## src/rtl/counter_ctrl_pkg.sv

```systemverilog
// rtl/counter_ctrl_pkg.sv - state encoding shared by counter_ctrl and its bench
package counter_ctrl_pkg;

  localparam logic [1:0] S_IDLE  = 2'd0;
  localparam logic [1:0] S_RUN   = 2'd1;
  localparam logic [1:0] S_PAUSE = 2'd2;
  localparam logic [1:0] S_DONE  = 2'd3;

  typedef enum logic [1:0] {
    ST_IDLE  = S_IDLE,
    ST_RUN   = S_RUN,
    ST_PAUSE = S_PAUSE,
    ST_DONE  = S_DONE
  } state_e;

endpackage

```

## src/rtl/counter_core.sv

```systemverilog
// rtl/counter_core.sv - WIDTH-bit up-counter datapath with clear-over-enable priority
module counter_core #(
  parameter int WIDTH = 4
) (
  input  logic             clk,
  input  logic             rst,
  input  logic             en,
  input  logic             clr,
  output logic [WIDTH-1:0] count
);

  logic [WIDTH-1:0] count_q;

  always_ff @(posedge clk) begin
    if (rst || clr) begin
      count_q <= '0;
    end else if (en) begin
      count_q <= count_q + WIDTH'(1);
    end
  end

  assign count = count_q;

endmodule

```

## src/rtl/counter_ctrl.sv

```systemverilog
// rtl/counter_ctrl.sv - start/pause/abort sequencer for counter_core with terminal-count tick
module counter_ctrl
  import counter_ctrl_pkg::*;
#(
  parameter int WIDTH = 4
) (
  input  logic             clk,
  input  logic             rst,
  input  logic             start,
  input  logic             pause,
  input  logic             abort,
  input  logic             periodic,
  input  logic [WIDTH-1:0] limit,
  output logic [WIDTH-1:0] count,
  output logic             tick,
  output logic             busy,
  output logic             done,
  output logic [1:0]       state
);

  state_e           state_q, state_d;
  logic [WIDTH-1:0] limit_q, limit_d;
  logic             periodic_q, periodic_d;
  logic             tick_q, tick_d;
  logic             cnt_en, cnt_clr;
  logic             at_limit;

  counter_core #(.WIDTH(WIDTH)) u_core (
    .clk  (clk),
    .rst  (rst),
    .en   (cnt_en),
    .clr  (cnt_clr),
    .count(count)
  );

  assign at_limit = (count == limit_q);

  always_comb begin
    state_d    = state_q;
    limit_d    = limit_q;
    periodic_d = periodic_q;
    tick_d     = 1'b0;
    cnt_en     = 1'b0;
    cnt_clr    = 1'b0;
    if (abort) begin
      state_d = ST_IDLE;
      cnt_clr = 1'b1;
    end else begin
      case (state_q)
        ST_IDLE, ST_DONE: begin
          if (start) begin
            state_d    = ST_RUN;
            cnt_clr    = 1'b1;
            limit_d    = limit;
            periodic_d = periodic;
          end
        end
        ST_RUN: begin
          // start outranks pause even though it is a no-op while running
          if (pause && !start) begin
            state_d = ST_PAUSE;
          end else if (at_limit) begin
            tick_d = 1'b1;
            if (periodic_q) cnt_clr = 1'b1;
            else            state_d = ST_DONE;
          end else begin
            cnt_en = 1'b1;
          end
        end
        ST_PAUSE: begin
          if (start) state_d = ST_RUN;
        end
        default: state_d = ST_IDLE;
      endcase
    end
  end

  always_ff @(posedge clk) begin
    if (rst) begin
      state_q    <= ST_IDLE;
      limit_q    <= '0;
      periodic_q <= 1'b0;
      tick_q     <= 1'b0;
    end else begin
      state_q    <= state_d;
      limit_q    <= limit_d;
      periodic_q <= periodic_d;
      tick_q     <= tick_d;
    end
  end

  assign tick  = tick_q;
  assign state = state_q;
  assign busy  = (state_q == ST_RUN) || (state_q == ST_PAUSE);
  assign done  = (state_q == ST_DONE);

endmodule

```

## config.mk

```make
export PLATFORM = sky130hd
export DESIGN_NAME = counter_ctrl
export DESIGN_NICKNAME = d
export VERILOG_FILES = /design/src/rtl/counter_ctrl_pkg.sv /design/src/rtl/counter_core.sv /design/src/rtl/counter_ctrl.sv
export SDC_FILE = /design/constraint.sdc
export NUM_CORES = 1
export LEC_CHECK = 0
export CORE_UTILIZATION = 45
export CTS_CLUSTER_SIZE = 40
export DETAILED_ROUTE_END_ITERATION = 8
export PLACE_DENSITY = 0.72
export RECOVER_POWER = 25
export SYNTH_ARGS = -nofsm -noshare
export SYNTH_HDL_FRONTEND = slang
export SYNTH_HIERARCHICAL = 1
export SYNTH_SLANG_ARGS = --single-unit
```

## constraint.sdc

```tcl
create_clock -name clk -period 2.05 [get_ports clk]
set_input_delay 0.205 -clock clk [delete_from_list [all_inputs] [get_ports clk]]
set_output_delay 0.205 -clock clk [all_outputs]
set_load 0.005 [all_outputs]
```

# [Word level (Yosys, flattened, before mapping)]
# Index checks and enable logic that the tools add are counted.
[totals] out_inout_bits=9 ff_bits=12 in_bits=10
[classes] addsub=1 n_reduce_logical=11 n_mux=16 eq_ne=7 bitwise_logic=2
[op_table] operator="two-way mux 1 bit" n=10
[op_table] operator="two-way mux 2 bit" n=4
[op_table] operator="!= test 3 bit (second input constant)" n=2
[op_table] operator="AND reduction 3 bit" n=2
[op_table] operator="adder 4 x 1 -> 4 bit (second input constant)" n=1
[op_table] operator="equality test 2 bit (second input constant)" n=2
[op_table] operator="equality test 4 bit" n=1
[op_table] operator="case mux 2 bit (2 select lines)" n=1
[op_table] operator="OR reduction 2 bit" n=2
[op_table] operator="OR reduction 4 bit" n=1
[op_table] operator="OR reduction 3 bit" n=1
[op_table] operator="equality test 2 x 1 -> 1 bit (second input constant)" n=1
[op_table] operator="logical NOT 2 bit" n=1
[op_table] operator="logical OR 1 bit" n=2
[op_table] operator="!= test 2 x 1 -> 1 bit (second input constant)" n=1
[op_table] operator="inverter 1 bit" n=2
[op_table] operator="case mux 1 bit (2 select lines)" n=1
[op_table] operator="logical AND 1 bit" n=1
[op_table] operator="logical NOT 1 bit" n=1

# [Longest topological paths before layout]
[depth] depth_word=6 depth_mapped=7 ltp_nobuf=7

# [By module]
# The synthesis kept the hierarchy.
[modules_own_cells] mod="counter_ctrl" instances=1 area_per_inst_um2=496.7 cells_each=51
[modules_own_cells] mod="counter_core" instances=1 area_per_inst_um2=177.7 cells_each=17

# [Least setup slack after synthesis]
# Ideal clock, no wire load.
[synth_timing] path_type="flip-flop to flip-flop" start="register state_q[0], in the netlist state[0]" end="register u_core.count_q[3], in the netlist u_core/count[3]" setup_ns=0.123 arrival_time_ns=1.734 stages_incl_launch_ff=6 setup_slack_ns=0.193 path_cell_list="dfxtp_1 ha_1 o21ai_0 nor3b_1 nand4_1 mux2_1"
[synth_lines] element="from (decl)" line_no="counter_ctrl.sv:21" text="state_e state_q, state_d;"
[synth_lines] element="from (signal assigned)" line_no="counter_ctrl.sv:85" text="state_q <= state_d;"
[synth_lines] element="equality test 2 x 1 -> 1 bit" line_no="counter_ctrl.sv:49" text="case (state_q)"
[synth_lines] element="two-way mux 1 bit" line_no="counter_ctrl.sv:49"
[synth_lines] element="two-way mux 1 bit" line_no="counter_ctrl.sv:45" text="if (abort) begin"
[synth_lines] element="net cnt_en" line_no="counter_ctrl.sv:25" text="logic cnt_en, cnt_clr;"
[synth_lines] element="to (signal assigned)" line_no="counter_core.sv:18" text="count_q <= count_q + WIDTH'(1);"
[synth_lines] element="to (decl)" line_no="counter_core.sv:12" text="logic [WIDTH-1:0] count_q;"
# The timed path passes the listed nets, and every way through them passes these cells.
# A chain may end at the register's enable or synchronous reset.

# [Worst setup path in the final report]
[layout_timing] start="register state_q[0], in the netlist state[0]" end="output busy"
[layout_via] elab_chain_len=2
[layout_lines] element="equality test 2 x 1 -> 1 bit / equality test 2 bit (equally long branches)" line_no="counter_ctrl.sv:94" text="assign busy = (state_q == ST_RUN) || (state_q == ST_PAUSE);"
[layout_lines] element="logical OR 1 bit (*)" line_no="counter_ctrl.sv:94"
[layout_lines] element="to (decl)" line_no="counter_ctrl.sv:16" text="output logic busy,"
# Every way passes the cells marked *; elsewhere a longest branch is shown, timed or not.

==> Flow_metrics.wiki <==
{| class="wikitable"
! Metric !! Value
|-
| Final wirelength || approximately 1.2 mm
|-
| Vias || about 530
|-
| I/O Buffers || 18
|-
| Mapped Avg Cell Area || between 9 and 10 um^2
|-
| Worst max-slew margin expressed relative to the limit || 71.65%
|-
| Clock transition at the registers of the reported paths || 0.08 ns
|-
| Via count of the first global-routing pass || approximately 470
|-
| Leakage dissipation || 0.3693 nW
|-
| Placement Rows || 13
|-
| Syn nets || 82
|-
| Count of cell types in the netlist || 25
|-
| Required @ worst endpoint || about 1.9 ns
|-
| Average detailed-routed wire length per instance || between 10 and 15 um
|-
| I/O pin cnt || 19
|-
| Place WS || about 0.3 ns
|-
| Buffers inserted by post-CTS timing repair || 0
|-
| Setup crit start kind || flip-flop
|-
| Crit share post-route || between 90% and 100%
|-
| Clock tree from TritonCTS || done
|-
| Final hold vios || 0
|-
| Number of synthesis warnings || 6
|-
| Final weighted congestion of routability-driven global placement || roughly 0.75
|-
| Worst Path Class, Setup || reg2out
|-
| Post-route worst setup slack || about 0.20 ns
|-
| HPWL after DPL || 940.8 um
|-
| Number of antenna repair diodes || 0
|-
| Number of fillers in the final layout || ~120
|-
| VDD IR-drop max || about 0.39 mV
|-
| Initial antenna violation count || 0
|-
| Maximum level of the CTS H-tree || 1
|-
| P per Cell Area || approximately 570 nW/um^2
|-
| Placed insts || 102
|-
| Max Cap Viol || 0
|-
| Setup repair after global routing missed its margin || no
|-
| Number of endpoints failing setup at the final stage || 0
|-
| Floorplan Core Area || 1350 um^2
|-
| Flip-flop and latch count after synthesis || 12
|-
| Die extent in y || 40.71 um
|-
| Antenna violation net count after detailed routing || 0
|-
| Initial standard-cell utilization of the core || around 50%
|-
| Max Root-Sink Buffers || 2
|-
| Die outline area || about 1700 um^2
|-
| Total DRC errors in the routed layout || 0
|-
| Library cell used as clock root buffer || sky130_fd_sc_hd__clkbuf_4
|-
| Type of the most critical hold path || in2reg
|-
| Pre-antenna DRT Iters || 4
|-
| Fin. max-slew vios || 0
|-
| Upper clock frequency limit || 541.3 MHz
|-
| Clock sink count || 12
|-
| Maximum number of pins on one net before global-route repair || 12
|-
| Clock tree skew after final layout || 0.004442 ns
|-
| Resized Gates After CTS || 0
|-
| Hold buffer count at cts || 0
|-
| Final layout net count || 106
|-
| Min Clock Period, post-route || 1.847 ns
|-
| Largest fanout on the critical path || 6
|-
| Outcome || finished clean
|-
| Sum of negative setup slack || 0 ns
|-
| Non-Filler Instances || 106
|-
| Skew-Pair Late Insertion Delay || 0.27 ns
|-
| Overall overflow remaining after global route || 0
|-
| Global-route wire length before repair || 1.980 mm
|-
| Die boundary width || just over 40 um
|-
| Sequential-to-total area share from yosys stat || between 30% and 40%
|-
| Category of the worst setup path capture point || output pin
|-
| Share of layout cells above drive strength 1 || ~15%
|-
| Total routing resource utilization after global routing || a little under a fifth
|-
| Initial DRC count || 4
|-
| Post-synthesis cell count || 68
|-
| Via density per instance || about 5
|-
| Arrival time of the worst setup path || roughly 1.6 ns
|-
| Number of buffers created by CTS || 3
|-
| Area overhead of the layout relative to synthesis || 35.99%
|-
| Worst slew pin tran || ~0.42 ns
|-
| Synth Cell Area || roughly 670 um^2
|}
==> area by class of cell <==
class / count / area, um^2 / share of cell area [%]
tap: 15 / 18.77 / 2.046
sequential: 12 / 240.2 / 26.19
multi-input combinational: 49 / 404.1 / 44.07
inverter: 6 / 22.52 / 2.456
timing repair buffer: 20 / 195.2 / 21.28
clock buffer: 4 / 36.28 / 3.956
==> through the flow <==
step / total power, W / util, % / hold WS, ns / instance area [um^2]
3_3_place_gp: 0.0003347 / 65.52 / 0.5409 / 884.6
6_report: 0.0005210 / 67.93 / 0.5300 / 917.1
5_1_grt: 0.0005437 / 67.93 / 0.5671 / 917.1
3_5_place_dp: 0.0003359 / 65.52 / 0.5451 / 884.6
4_1_cts: 0.0005299 / 68.21 / 0.5261 / 920.9
2_1_floorplan: 0.0002986 / - / 0.2835 / 674.4
==> layout by cell type (no fill, tap or decap), drive strengths merged, types with 3 or more instances in the layout <==
master	n
a211oi	3
clkbuf	4
clkdlybuf4s50	16
dfxtp	12
ha	4
inv	6
mux2i	6
nor2	9
nor2b	4
xnor2	5
==> Yosys cell counts <==
master | count | share of area (%)
sky130_fd_sc_hd__a31oi_1 | 1 | 0.93
sky130_fd_sc_hd__a211oi_1 | 3 | 3.3
sky130_fd_sc_hd__or2_2 | 1 | 0.93
sky130_fd_sc_hd__nand4_2 | 1 | 1.9
sky130_fd_sc_hd__mux2_1 | 1 | 1.7
sky130_fd_sc_hd__dfxtp_1 | 12 | 36
sky130_fd_sc_hd__nor3b_1 | 2 | 2.2
sky130_fd_sc_hd__nor3_1 | 2 | 1.5
sky130_fd_sc_hd__nand3b_1 | 1 | 1.1
sky130_fd_sc_hd__a21oi_1 | 1 | 0.74
sky130_fd_sc_hd__o41ai_2 | 1 | 2.4
sky130_fd_sc_hd__nor4_1 | 1 | 0.93
sky130_fd_sc_hd__xnor2_1 | 1 | 1.3
sky130_fd_sc_hd__nor2b_1 | 4 | 3.7
sky130_fd_sc_hd__a21bo_2 | 1 | 1.5
sky130_fd_sc_hd__xnor2_2 | 4 | 9.6
sky130_fd_sc_hd__mux2i_1 | 6 | 8.9
sky130_fd_sc_hd__nor2_1 | 9 | 5.0
sky130_fd_sc_hd__inv_1 | 6 | 3.3
sky130_fd_sc_hd__nand4_1 | 1 | 0.93
sky130_fd_sc_hd__o21ai_0 | 2 | 1.5
sky130_fd_sc_hd__a211o_1 | 1 | 1.3
sky130_fd_sc_hd__clkbuf_1 | 1 | 0.56
sky130_fd_sc_hd__nand3b_2 | 1 | 1.7
sky130_fd_sc_hd__ha_1 | 4 | 7.4
==> sequential cells by signal (all words and copies together) (netlist names) <==
| signal | count |
|---|---|
| limit_q | 4 |
| periodic_q | 1 |
| state | 2 |
| tick | 1 |
| u_core/count | 4 |
==> routing by layer <==
metal  wire length [um]  up-vias  GRT usage, %  share of wire (%)
met5                  0        -             0                  0
met4                  0        0         5.000                  0
met3                 47        0         4.891                3.9
met2                511       13         27.38                 42
met1                660      233         25.50                 54
li1                   -      283             -                  -
==> worst paths after layout <==
path	startpoint	end	slack (ns)	depth (start not counted)
hold / removal	periodic	periodic_q	0.53	3
hold reg to reg	periodic_q	periodic_q	0.55	2
setup / recovery	state[0]	busy	0.20	4
setup reg to reg	state[1]	u_core/count[3]	0.29	6
==> critical path: stages (launching register included) <==
cell and delay [ns]:
sky130_fd_sc_hd__dfxtp_1 0.42, sky130_fd_sc_hd__inv_1 0.06, sky130_fd_sc_hd__ha_1 0.33, sky130_fd_sc_hd__inv_1 0.07, sky130_fd_sc_hd__clkdlybuf4s50_1 0.49
==> kinds of logic after synthesis <==
logic type,share of synthesized area (%)
flops,35.62
mux,10.58
xor+xnor,10.95
buf+inv,3.895
simple gates,19.85
compound gates,11.69
fa+ha+maj,7.421
==> report_power, final <==
part / internal, W / switching, W
Clock: 0.000108 / 0.0000844
Combinational: 0.0000467 / 0.0000345
Sequential: 0.000240 / 0.00000759
Total: 0.000394 / 0.000126
No activity file was read; power rests on OpenSTA's default activity.
